$ cat config.mk
export PLATFORM = sky130hd
export DESIGN_NAME = priv_1_11_trap_sequencer_flat
export DESIGN_NICKNAME = d
export VERILOG_FILES = /design/src/rtl/priv_1_11_trap_sequencer_if.sv /design/src/rtl/priv_1_11_trap_sequencer.sv /design/src/flat_wrapper.sv
export SDC_FILE = /design/constraint.sdc
export NUM_CORES = 1
export LEC_CHECK = 0
export CAP_MARGIN = 10
export CORE_AREA = 2 2 127 129
export CTS_BUF_LIST = sky130_fd_sc_hd__clkbuf_8 sky130_fd_sc_hd__clkbuf_16
export DETAILED_ROUTE_END_ITERATION = 10
export DIE_AREA = 0 0 129 131
export GPL_TIMING_DRIVEN = 0
export MAX_ROUTING_LAYER = met4
export PLACE_DENSITY = 0.75
export SYNTH_ARGS = -nofsm -noshare
export SYNTH_HDL_FRONTEND = slang
export SYNTH_SLANG_ARGS = --single-unit
export TNS_END_PERCENT = 20
$ cat constraint.sdc
create_clock -name CLK -period 13.85 [get_ports CLK]
set_clock_uncertainty 0.15 [all_clocks]
set_input_delay 4.155 -clock CLK [delete_from_list [all_inputs] [get_ports CLK]]
set_output_delay 4.155 -clock CLK [all_outputs]
set_load 0.05 [all_outputs]
$ cat src/rtl/priv_1_11_trap_sequencer_if.sv
// Bus bundle between the trap sequencer and its neighbours: the pipeline hazard
// logic, the interrupt sources, the CSR file and pipe_ctrl.
// master : the environment side, which drives requests, CSR values and interrupt levels.
// slave  : the trap sequencer, which drives the acknowledge, the CSR update strobes
//          and the PC redirect.
interface priv_1_11_trap_sequencer_if #(
  parameter int XLEN    = 32,
  parameter int CAUSE_W = 5
);
  // synchronous exception request
  logic               exc_req;
  logic [CAUSE_W-1:0] exc_cause;
  logic [XLEN-1:0]    exc_epc;
  logic [XLEN-1:0]    exc_tval;
  logic               exc_ack;
  // interrupt sources and pending-clear strobes
  logic               ext_int_m;
  logic               timer_int_m;
  logic               soft_int_m;
  logic               clear_ext_int_m;
  logic               clear_timer_int_m;
  logic               clear_soft_int_m;
  logic [XLEN-1:0]    int_epc;
  // current CSR state
  logic [2:0]         mie_en;
  logic               mstatus_mie;
  logic               mstatus_mpie;
  logic [XLEN-3:0]    mtvec_base;
  logic [1:0]         mtvec_mode;
  logic [XLEN-1:0]    mepc;
  // pipeline control
  logic               mret;
  logic               pipe_clear;
  // CSR updates
  logic               mip_rup;
  logic               mepc_rup;
  logic               mcause_rup;
  logic               mtval_rup;
  logic               mstatus_rup;
  logic [2:0]         mip_next;
  logic [XLEN-1:0]    mepc_next;
  logic [XLEN-1:0]    mtval_next;
  logic [XLEN-1:0]    mcause_next;
  logic               mstatus_mie_next;
  logic               mstatus_mpie_next;
  // redirect and status
  logic               intr;
  logic               insert_pc;
  logic [XLEN-1:0]    priv_pc;
  logic               busy;

  modport master (
    output exc_req, exc_cause, exc_epc, exc_tval,
    output ext_int_m, timer_int_m, soft_int_m,
    output clear_ext_int_m, clear_timer_int_m, clear_soft_int_m, int_epc,
    output mie_en, mstatus_mie, mstatus_mpie, mtvec_base, mtvec_mode, mepc,
    output mret, pipe_clear,
    input  exc_ack,
    input  mip_rup, mepc_rup, mcause_rup, mtval_rup, mstatus_rup,
    input  mip_next, mepc_next, mtval_next, mcause_next,
    input  mstatus_mie_next, mstatus_mpie_next,
    input  intr, insert_pc, priv_pc, busy
  );

  modport slave (
    input  exc_req, exc_cause, exc_epc, exc_tval,
    input  ext_int_m, timer_int_m, soft_int_m,
    input  clear_ext_int_m, clear_timer_int_m, clear_soft_int_m, int_epc,
    input  mie_en, mstatus_mie, mstatus_mpie, mtvec_base, mtvec_mode, mepc,
    input  mret, pipe_clear,
    output exc_ack,
    output mip_rup, mepc_rup, mcause_rup, mtval_rup, mstatus_rup,
    output mip_next, mepc_next, mtval_next, mcause_next,
    output mstatus_mie_next, mstatus_mpie_next,
    output intr, insert_pc, priv_pc, busy
  );
endinterface

$ cat src/rtl/priv_1_11_trap_sequencer.sv
// Machine-mode trap/return sequencer.
// This block latches the interrupt sources into a pending register and arbitrates
// interrupts against synchronous exceptions and mret. It waits for the pipeline
// to drain, then issues the CSR update strobes, followed by the PC redirect.
// Ports:
//   CLK  : clock
//   nRST : synchronous active-low reset
//   bus  : slave side of priv_1_11_trap_sequencer_if (requests in; strobes, next-values and redirect out)
//
// state    | meaning
// ---------+--------------------------------------------------------------
// IDLE     | waiting; selects exception > interrupt > mret
// DRAIN    | trap/return captured, waiting for pipe_clear
// COMMIT   | one cycle of mepc/mcause/mtval/mstatus strobes
// REDIRECT | one cycle insert_pc to the trap vector
// RET      | one cycle mstatus restore plus insert_pc to mepc
module priv_1_11_trap_sequencer #(
  parameter int XLEN    = 32,
  parameter int CAUSE_W = 5
) (
  input logic                        CLK,
  input logic                        nRST,
  priv_1_11_trap_sequencer_if.slave  bus
);

  typedef enum logic [2:0] {
    IDLE,
    DRAIN,
    COMMIT,
    REDIRECT,
    RET
  } state_t;

  localparam logic [CAUSE_W-1:0] CODE_MEI = CAUSE_W'(11);
  localparam logic [CAUSE_W-1:0] CODE_MSI = CAUSE_W'(3);
  localparam logic [CAUSE_W-1:0] CODE_MTI = CAUSE_W'(7);

  state_t             state_q, state_d;
  logic [2:0]         pend_q, pend_d, pend_src, pend_clr;
  logic [2:0]         elig, int_sel, svc_q;
  logic [CAUSE_W-1:0] int_code, cause_q;
  logic [XLEN-1:0]    epc_q, tval_q;
  logic [XLEN-1:0]    trap_base, vec_off;
  logic               intr_q, ret_q, mip_rup_q;
  logic               int_ok;
  logic               cap_exc, cap_int, cap_ret;

  logic               exc_ack_c;
  logic               trap_rup_c;
  logic               mstatus_rup_c;
  logic               mie_next_c, mpie_next_c;
  logic               insert_pc_c;
  logic [XLEN-1:0]    priv_pc_c;

  // Pending bits are {meip, mtip, msip}. A source that is high in the same cycle
  // as its clear keeps the bit set. The serviced bit is cleared in COMMIT in the
  // same way as an external clear strobe.
  always_comb begin
    pend_src = {bus.ext_int_m, bus.timer_int_m, bus.soft_int_m};
    pend_clr = {bus.clear_ext_int_m, bus.clear_timer_int_m, bus.clear_soft_int_m};
    if (state_q == COMMIT && intr_q) begin
      pend_clr = pend_clr | svc_q;
    end
    pend_d = pend_src | (pend_q & ~pend_clr);
  end

  // Priority order is MEI > MSI > MTI, which is not the order of the bits.
  always_comb begin
    elig     = pend_q & bus.mie_en;
    int_ok   = bus.mstatus_mie & (|elig);
    int_sel  = 3'b000;
    int_code = '0;
    if (elig[2]) begin
      int_sel  = 3'b100;
      int_code = CODE_MEI;
    end else if (elig[0]) begin
      int_sel  = 3'b001;
      int_code = CODE_MSI;
    end else if (elig[1]) begin
      int_sel  = 3'b010;
      int_code = CODE_MTI;
    end
  end

  assign trap_base = {bus.mtvec_base, 2'b00};
  assign vec_off   = {{(XLEN-CAUSE_W-2){1'b0}}, cause_q, 2'b00};

  always_comb begin
    state_d       = state_q;
    cap_exc       = 1'b0;
    cap_int       = 1'b0;
    cap_ret       = 1'b0;
    exc_ack_c     = 1'b0;
    trap_rup_c    = 1'b0;
    mstatus_rup_c = 1'b0;
    mie_next_c    = 1'b0;
    mpie_next_c   = 1'b0;
    insert_pc_c   = 1'b0;
    priv_pc_c     = '0;
    case (state_q)
      IDLE: begin
        // nRST gating keeps exc_ack low while reset is being applied.
        if (nRST) begin
          if (bus.exc_req) begin
            exc_ack_c = 1'b1;
            cap_exc   = 1'b1;
            state_d   = DRAIN;
          end else if (int_ok) begin
            cap_int = 1'b1;
            state_d = DRAIN;
          end else if (bus.mret) begin
            cap_ret = 1'b1;
            state_d = DRAIN;
          end
        end
      end
      DRAIN: begin
        if (bus.pipe_clear) begin
          state_d = ret_q ? RET : COMMIT;
        end
      end
      COMMIT: begin
        trap_rup_c    = 1'b1;
        mstatus_rup_c = 1'b1;
        mpie_next_c   = bus.mstatus_mie;
        mie_next_c    = 1'b0;
        state_d       = REDIRECT;
      end
      REDIRECT: begin
        insert_pc_c = 1'b1;
        // Only mode 1 vectors, and only for interrupts; modes 2 and 3 are treated as direct.
        if (bus.mtvec_mode == 2'd1 && intr_q) begin
          priv_pc_c = trap_base + vec_off;
        end else begin
          priv_pc_c = trap_base;
        end
        state_d = IDLE;
      end
      RET: begin
        mstatus_rup_c = 1'b1;
        mie_next_c    = bus.mstatus_mpie;
        mpie_next_c   = 1'b1;
        insert_pc_c   = 1'b1;
        priv_pc_c     = bus.mepc;
        state_d       = IDLE;
      end
      default: begin
        state_d = IDLE;
      end
    endcase
  end

  always_ff @(posedge CLK) begin
    if (!nRST) begin
      state_q   <= IDLE;
      pend_q    <= '0;
      mip_rup_q <= 1'b0;
      cause_q   <= '0;
      epc_q     <= '0;
      tval_q    <= '0;
      intr_q    <= 1'b0;
      ret_q     <= 1'b0;
      svc_q     <= '0;
    end else begin
      state_q   <= state_d;
      pend_q    <= pend_d;
      // mip_rup is high in the same cycle that mip_next shows the new value.
      mip_rup_q <= (pend_d != pend_q);
      if (cap_exc) begin
        cause_q <= bus.exc_cause;
        epc_q   <= bus.exc_epc;
        tval_q  <= bus.exc_tval;
        intr_q  <= 1'b0;
        ret_q   <= 1'b0;
        svc_q   <= '0;
      end else if (cap_int) begin
        cause_q <= int_code;
        epc_q   <= bus.int_epc;
        tval_q  <= '0;
        intr_q  <= 1'b1;
        ret_q   <= 1'b0;
        svc_q   <= int_sel;
      end else if (cap_ret) begin
        ret_q   <= 1'b1;
      end
    end
  end

  assign bus.exc_ack           = exc_ack_c;
  assign bus.mip_rup           = mip_rup_q;
  assign bus.mip_next          = pend_q;
  assign bus.mepc_rup          = trap_rup_c;
  assign bus.mcause_rup        = trap_rup_c;
  assign bus.mtval_rup         = trap_rup_c;
  assign bus.mstatus_rup       = mstatus_rup_c;
  assign bus.mepc_next         = epc_q;
  assign bus.mtval_next        = tval_q;
  assign bus.mcause_next       = {intr_q, {(XLEN-1-CAUSE_W){1'b0}}, cause_q};
  assign bus.mstatus_mie_next  = mie_next_c;
  assign bus.mstatus_mpie_next = mpie_next_c;
  assign bus.intr              = intr_q;
  assign bus.insert_pc         = insert_pc_c;
  assign bus.priv_pc           = priv_pc_c;
  assign bus.busy              = (state_q != IDLE);

endmodule

$ cat src/flat_wrapper.sv
// flat-port wrapper written by rule: the top's interface ports become plain ports
module priv_1_11_trap_sequencer_flat 
#(
  parameter int XLEN    = 32,
  parameter int CAUSE_W = 5
)
  (CLK, nRST, bus_exc_req, bus_exc_cause, bus_exc_epc, bus_exc_tval, bus_ext_int_m, bus_timer_int_m, bus_soft_int_m, bus_clear_ext_int_m, bus_clear_timer_int_m, bus_clear_soft_int_m, bus_int_epc, bus_mie_en, bus_mstatus_mie, bus_mstatus_mpie, bus_mtvec_base, bus_mtvec_mode, bus_mepc, bus_mret, bus_pipe_clear, bus_exc_ack, bus_mip_rup, bus_mepc_rup, bus_mcause_rup, bus_mtval_rup, bus_mstatus_rup, bus_mip_next, bus_mepc_next, bus_mtval_next, bus_mcause_next, bus_mstatus_mie_next, bus_mstatus_mpie_next, bus_intr, bus_insert_pc, bus_priv_pc, bus_busy);
  priv_1_11_trap_sequencer_if #(.XLEN(XLEN), .CAUSE_W(CAUSE_W)) bus_i ();
  input logic CLK;
  input logic nRST;
  input wire logic [$bits(bus_i.exc_req)-1:0] bus_exc_req;
  input wire logic [$bits(bus_i.exc_cause)-1:0] bus_exc_cause;
  input wire logic [$bits(bus_i.exc_epc)-1:0] bus_exc_epc;
  input wire logic [$bits(bus_i.exc_tval)-1:0] bus_exc_tval;
  input wire logic [$bits(bus_i.ext_int_m)-1:0] bus_ext_int_m;
  input wire logic [$bits(bus_i.timer_int_m)-1:0] bus_timer_int_m;
  input wire logic [$bits(bus_i.soft_int_m)-1:0] bus_soft_int_m;
  input wire logic [$bits(bus_i.clear_ext_int_m)-1:0] bus_clear_ext_int_m;
  input wire logic [$bits(bus_i.clear_timer_int_m)-1:0] bus_clear_timer_int_m;
  input wire logic [$bits(bus_i.clear_soft_int_m)-1:0] bus_clear_soft_int_m;
  input wire logic [$bits(bus_i.int_epc)-1:0] bus_int_epc;
  input wire logic [$bits(bus_i.mie_en)-1:0] bus_mie_en;
  input wire logic [$bits(bus_i.mstatus_mie)-1:0] bus_mstatus_mie;
  input wire logic [$bits(bus_i.mstatus_mpie)-1:0] bus_mstatus_mpie;
  input wire logic [$bits(bus_i.mtvec_base)-1:0] bus_mtvec_base;
  input wire logic [$bits(bus_i.mtvec_mode)-1:0] bus_mtvec_mode;
  input wire logic [$bits(bus_i.mepc)-1:0] bus_mepc;
  input wire logic [$bits(bus_i.mret)-1:0] bus_mret;
  input wire logic [$bits(bus_i.pipe_clear)-1:0] bus_pipe_clear;
  output wire logic [$bits(bus_i.exc_ack)-1:0] bus_exc_ack;
  output wire logic [$bits(bus_i.mip_rup)-1:0] bus_mip_rup;
  output wire logic [$bits(bus_i.mepc_rup)-1:0] bus_mepc_rup;
  output wire logic [$bits(bus_i.mcause_rup)-1:0] bus_mcause_rup;
  output wire logic [$bits(bus_i.mtval_rup)-1:0] bus_mtval_rup;
  output wire logic [$bits(bus_i.mstatus_rup)-1:0] bus_mstatus_rup;
  output wire logic [$bits(bus_i.mip_next)-1:0] bus_mip_next;
  output wire logic [$bits(bus_i.mepc_next)-1:0] bus_mepc_next;
  output wire logic [$bits(bus_i.mtval_next)-1:0] bus_mtval_next;
  output wire logic [$bits(bus_i.mcause_next)-1:0] bus_mcause_next;
  output wire logic [$bits(bus_i.mstatus_mie_next)-1:0] bus_mstatus_mie_next;
  output wire logic [$bits(bus_i.mstatus_mpie_next)-1:0] bus_mstatus_mpie_next;
  output wire logic [$bits(bus_i.intr)-1:0] bus_intr;
  output wire logic [$bits(bus_i.insert_pc)-1:0] bus_insert_pc;
  output wire logic [$bits(bus_i.priv_pc)-1:0] bus_priv_pc;
  output wire logic [$bits(bus_i.busy)-1:0] bus_busy;
  assign bus_i.exc_req = bus_exc_req;
  assign bus_i.exc_cause = bus_exc_cause;
  assign bus_i.exc_epc = bus_exc_epc;
  assign bus_i.exc_tval = bus_exc_tval;
  assign bus_i.ext_int_m = bus_ext_int_m;
  assign bus_i.timer_int_m = bus_timer_int_m;
  assign bus_i.soft_int_m = bus_soft_int_m;
  assign bus_i.clear_ext_int_m = bus_clear_ext_int_m;
  assign bus_i.clear_timer_int_m = bus_clear_timer_int_m;
  assign bus_i.clear_soft_int_m = bus_clear_soft_int_m;
  assign bus_i.int_epc = bus_int_epc;
  assign bus_i.mie_en = bus_mie_en;
  assign bus_i.mstatus_mie = bus_mstatus_mie;
  assign bus_i.mstatus_mpie = bus_mstatus_mpie;
  assign bus_i.mtvec_base = bus_mtvec_base;
  assign bus_i.mtvec_mode = bus_mtvec_mode;
  assign bus_i.mepc = bus_mepc;
  assign bus_i.mret = bus_mret;
  assign bus_i.pipe_clear = bus_pipe_clear;
  assign bus_exc_ack = bus_i.exc_ack;
  assign bus_mip_rup = bus_i.mip_rup;
  assign bus_mepc_rup = bus_i.mepc_rup;
  assign bus_mcause_rup = bus_i.mcause_rup;
  assign bus_mtval_rup = bus_i.mtval_rup;
  assign bus_mstatus_rup = bus_i.mstatus_rup;
  assign bus_mip_next = bus_i.mip_next;
  assign bus_mepc_next = bus_i.mepc_next;
  assign bus_mtval_next = bus_i.mtval_next;
  assign bus_mcause_next = bus_i.mcause_next;
  assign bus_mstatus_mie_next = bus_i.mstatus_mie_next;
  assign bus_mstatus_mpie_next = bus_i.mstatus_mpie_next;
  assign bus_intr = bus_i.intr;
  assign bus_insert_pc = bus_i.insert_pc;
  assign bus_priv_pc = bus_i.priv_pc;
  assign bus_busy = bus_i.busy;
  priv_1_11_trap_sequencer #(.XLEN(XLEN), .CAUSE_W(CAUSE_W)) u_core (.CLK(CLK), .nRST(nRST), .bus(bus_i));
endmodule
Word-level counts from Yosys, hierarchy flattened. Cells that the tools add are included. W data, S select, Z words.

Register bits: 81. Word-level logic and storage cells: 74.

$add $sub $neg: 1. Eq/ne operators: 8. Muxes and demuxes: 38. Bitwise gates (word level): 7. Reductions and logical operators: 11.

Operators with widths (count): $mux W32 (5); $pmux W32 S2 (1); $add A32 B7 Y32 (1); $mux W3 (9); $mux W5 (4); $mux W1 (16); $pmux W3 S3 (1); $and A3 B3 Y3 (2); $eq A3 B2 Y1 const B (2); $or A3 B3 Y3 (2); $reduce_or A2 Y1 (3); $reduce_or A3 Y1 (2); $ne A4 B3 Y1 const B (1); $eq A3 B1 Y1 const B (1); $eq A3 B3 Y1 const B (1); $logic_not A3 Y1 (1); $ne A3 B3 Y1 (1); $not A3 Y3 (1); $reduce_bool A3 Y1 (1); $eq A2 B1 Y1 const B (1); $logic_and A1 B1 Y1 (2); $mux W2 (1); $ne A2 B2 Y1 const B (1); $pmux W1 S2 (1); other kinds (4) (4).

Logic depth before layout (Yosys ltp).
Depth after elaboration: 9. Mapped depth: 9.

Least setup slack after synthesis. Ideal clock, no wire load.

Path type: input port to output port. Start: input bus_mtvec_base[0]. End: output bus_priv_pc[10]. Arrival time: 6.855 ns. Setup slack: 2.690 ns. Cell stages on the path: 8. Cell sequence: ha_1 fa_1 a211o_1 a21oi_1 clkbuf_1 nor3_1 xnor2_1 o21ai_0.

Word-level cells in the longest chain between the ends: 3.

Ends and longest elaborated chain: start, declared (line flat_wrapper.sv:25) `input wire logic [$bits(bus_i.mtvec_base)-1:0] bus_mtvec_base;`; $add A32 B7 Y32 (line priv_1_11_trap_sequencer.sv:133) `priv_pc_c = trap_base + vec_off;`; $mux W32 (line priv_1_11_trap_sequencer.sv:132) `if (bus.mtvec_mode == 2'd1 && intr_q) begin`; $pmux W32 S2 (line priv_1_11_trap_sequencer.sv:100) `case (state_q)`; end, declared (line flat_wrapper.sv:44) `output wire logic [$bits(bus_i.priv_pc)-1:0] bus_priv_pc;`.

Every way passes these cells.

Worst setup path in the final report.
Start: input bus_mtvec_base[0]. End: output bus_priv_pc[28].

Same word-level chain as after synthesis.

==> out/results.env <==
GATE_FAMILY_RESPONSIBLE_FOR_THE_MOST_DELAY_ALONG_THE_WORST_PATH='buffers and inverters'
FILLER_CELL_COUNT=1463
DIEAREA_UM2=16900
MAX_H_TREE_LEVEL=3
PLACED_AREA_UM2=8000
FIRST_GLOBAL_VIAS=4951
SYNTH_WARN=0
GRT_ANTENNA_BEFORE_REPAIR=1
WORSTPATHBUFFERINVERTERCOUNT=3
PERIOD_SHARE_PCT=87.5
SYNTH_CELLS=532
NUM_VIAS=5064
POST_SYNTH_FA_HA_MAJ_AREA_FRACTION_PCT=1.76
ROUTE.DETAILED.VIAS_PER_INST=4.67
PORT_BUFFERS=294
RSZ0062_AT_GRT='false'
POST_SYNTH_NUM_CELL_TYPES=54
PLACEMENT.SETUP.WORST_SLACK_NS=1.75
DRT_ITER0_DRC=176
TRITONCTS='yes'
ROUTED_WL_MM=17.9
MUXSHAREOFSYNTHAREA_PCT=8.14
CRIT_PATH_FREQUENT_CELL='sky130_fd_sc_hd__clkdlybuf4s50_1'
POST-ROUTE-UTIL_PCT=53.5
POST_ROUTE_CELLS_DRIVE_ABOVE_1_SHARE_PCT=8.19
DP_HPWL_MM=14.6
DRTPASS1ITERATIONS=4
POST-ROUTE-WORST-SETUP-SLACK_NS=1.73
LARGEST_NET_DEGREE_AT_THE_START_OF_GLOBAL_ROUTING=16
POST_SYNTH.CELL_AREA_AVG_UM2=8.81
NUMBER_OF_SYNTHESIZED_REGISTER_BITS=81
CTS.HOLD.BUFFERS_ADDED=0
START_KIND='primary input'
SINK_COUNT_OF_THE_CLOCK_TREE=81
CHIPHEIGHT_UM=131
SYNTH-COMPOUND-AREA-SHARE_PCT=22.1
PATH_CELLS='clkdlybuf4s50_1 -> ha_1 -> fa_1 -> a211o_1 -> a21oi_1 -> clkbuf_1 -> nor4_1 -> xnor2_1 -> o21ai_1 -> clkdlybuf4s50_1'
GRT_USE_TOTAL_PCT=20.5
CRIT_SLOWEST_CELL='sky130_fd_sc_hd__clkdlybuf4s50_1'
POWER_LEAKAGE_nW=3.56
ROW_COUNT=46
DIE_WIDTH_UM=129
TIMING_HOLD_VIOLATIONS_FINAL=0
SYNTH_ENABLE_FLOP_CELLS=0
CRITICAL_PATH_PEAK_FANOUT=10
NETLIST_AREA_UM2=4690
NNETSFINAL=1049
PERIOD_NEEDED_NS=12.12
RUN_STATUS='completed'
CLK_PIN_SLEW_WORST_PATHS_NS=0.06
TRITONCTS.NUM_BUFFERS=9
YS_SEQ_AREA_SHARE_PCT=34.6
YOSYSTOPAREACELL='sky130_fd_sc_hd__dfxtp_1'
TRANSITION_TIME_AT_THE_PIN_WITH_THE_LEAST_SLEW_MARGIN_NS=0.716
ANT_NETS=0
WORST_HOLD_PATH_TYPE='reg -> reg'
DRT-WIRELENGTH-PER-CELL_UM=16.5
RELSLEWSLACK_PCT=52.1
CRITPATHCAPTURETYPE='output port'
CRITPATHREQUIREDTIME_NS=9.55
MAX-CAP-VIOLATIONS=0
WORSTSKEWPAIRLATENCY_NS=0.33
SYNTH_TOP_FAMILY_BY_AREA='compound AO/OA/AOI/OAI gates'
YOSYS.CELL_COUNT.TOP_TYPE='sky130_fd_sc_hd__dfxtp_1'
DOMINANTREGCELLSYNTH='sky130_fd_sc_hd__dfxtp_1'
IO-PIN-COUNT=323
GRT_FIRST_PASS_WIRELENGTH_MM=25.9
CTS.REPAIR.RESIZED=0
GLOBAL_ROUTE.OVERFLOW_TOTAL=0
CELL_AREA_AFTER_LAYOUT_UM2=8350
TIMING.FINAL.MAX_SLEW_VIOLATIONS=0
SYNTHSIMPLEGATEAREAFRAC_PCT=19.7
SYNTH_ASYNC_SR_FLOP_SHARE_PCT=0
SYNTH.TOP_CELL.AREA_SHARE_PCT=34.6
CTS-ROOT-BUF='sky130_fd_sc_hd__clkbuf_16'
DRC_VIOLATIONS_LEFT=0
CTS-ROOT-TO-SINK-BUFFERS=2
MAXCLOCKFREQUENCY_GHz=0.0825
SETUP_TNS_NS=0
CP_SLOWEST_STAGE_DELAY_NS=0.85
SYNTH_AREA_LEADERS='sky130_fd_sc_hd__dfxtp_1 35%, sky130_fd_sc_hd__mux2i_1 7.9%, sky130_fd_sc_hd__o211a_1 6.8%, sky130_fd_sc_hd__a22o_1 6.5%, sky130_fd_sc_hd__nand2_1 6.3%'
POST_SYNTH_TOP_CELLS='81 x sky130_fd_sc_hd__dfxtp_1, 79 x sky130_fd_sc_hd__nand2_1, 37 x sky130_fd_sc_hd__mux2i_1, 35 x sky130_fd_sc_hd__a22o_1'
GPL.FINAL_WEIGHTED_CONGESTION=0.862
POST_CTS_BUFFERS=0
SYN_TO_FINAL_GROWTH_PCT=78.1
FINAL-SETUP-VIOL-COUNT=0
POWER.IR.VDD_WORST_V=0.0000648
CRITICAL_PATH_CLASS='in -> out'
SYNTHXORXNORAREAFRAC_PCT=4.48
POWERDENSITY_nW_PER_UM2=98.2
INITIAL_CORE_UTIL_PCT=30.1
CORE_UM2=15600
CRITICAL_PATH_ARRIVAL_NS=7.82
==> through the flow <==
stage          total power (W)  instances  hold slack, ns
2_1_floorplan         0.000425        557           0.277
3_3_place_gp          0.000540       1067           0.292
3_5_place_dp          0.000542       1067           0.293
4_1_cts               0.000829       1083           0.306
5_1_grt               0.000852       1084           0.341
6_report              0.000820       1084           0.304
==> kinds of logic (layout without fill, tap and decap cells) <==
family,after synthesis,after routing
muxes,38,38
and+or+nand+nor,175,175
AOI/OAI and AO/OA,133,133
DFF,81,81
adders and majority gates,6,6
buffers and inverters,74,384
xor gates and xnor gates,24,24
other,1,27
==> path summary, 6_finish.rpt <==
check,startpoint,to,slack [ns],cells past startpoint
worst min register to register,u_core.ret_q$_SDFFE_PP0P_,u_core.state_q[2]$_SDFFE_PN0P_,0.30,2
worst max-delay path,bus_mtvec_base[0],bus_priv_pc[28],1.73,10
worst max register to register,u_core.state_q[1]$_SDFFE_PN0P_,u_core.bus.mepc_next[20]$_SDFFE_PN0P_,11.58,9
worst min-delay path,u_core.ret_q$_SDFFE_PP0P_,u_core.state_q[2]$_SDFFE_PN0P_,0.30,2
==> registers in the layout, summed over array words and instances, names as in the netlist <==
register	count
u_core.bus.mip_rup	1
u_core.bus.mip_next	3
u_core.bus.intr	1
u_core.svc_q	3
u_core.bus.mtval_next	32
u_core.state_q	3
u_core.bus.mepc_next	32
u_core.ret_q	1
u_core.cause_q	5
==> worst register-to-register path, delay by kind of cell (launching register included) <==
kind	cells	cell delay [ns]
AO/OA/AOI/OAI	1	0.14
flip-flops	1	0.29
multiplexers	1	0.22
AND/OR/NAND/NOR	3	0.65
buffers and inverters	4	0.73
==> final cells by class <==
cell class,count,area [um^2],share of cell area (%)
clock inverters,7,126,1.51
plain buffers,66,399,4.78
inverters,8,30.0,0.360
repair buffers,294,2940,35.2
flip-flops and latches,81,1620,19.4
multi-input cells,402,2730,32.7
clock buffers,9,225,2.70
well taps,216,270,3.24
diodes,1,2.50,0.0300
==> where the power goes <==
part           leakage [nW]  switching [W]  internal, W
clock network         0.168       0.000106     0.000179
registers             0.665      0.0000122     0.000251
logic                  2.72       0.000156     0.000117
==> layout by cell type, fill, tap and decap left out, types with 16 or more instances in the layout <==
cell type                         synthesis  routed
sky130_fd_sc_hd__conb_1                   1      26
sky130_fd_sc_hd__clkdlybuf4s50_1          0     294
sky130_fd_sc_hd__dfxtp_1                 81      81
sky130_fd_sc_hd__a22o_1                  35      35
sky130_fd_sc_hd__mux2i_1                 37      37
sky130_fd_sc_hd__nand2_1                 79      79
sky130_fd_sc_hd__o21ai_0                 17      17
sky130_fd_sc_hd__clkbuf_1                22      22
sky130_fd_sc_hd__buf_4                   32      32
sky130_fd_sc_hd__nor2_1                  16      16
sky130_fd_sc_hd__o211a_1                 32      32
==> routing by layer <==
metal  vias up  routed length, um  part of all wire (%)  track usage [%]
met1      2284               7010                    39             22.0
met2       222               9070                    51             36.6
met3        20               1450                   8.1             5.70
met5         -                  0                     0                -
li1       2538                  -                     -                -
met4         0                365                   2.0             6.65
(Power assumes the default switching activity.)
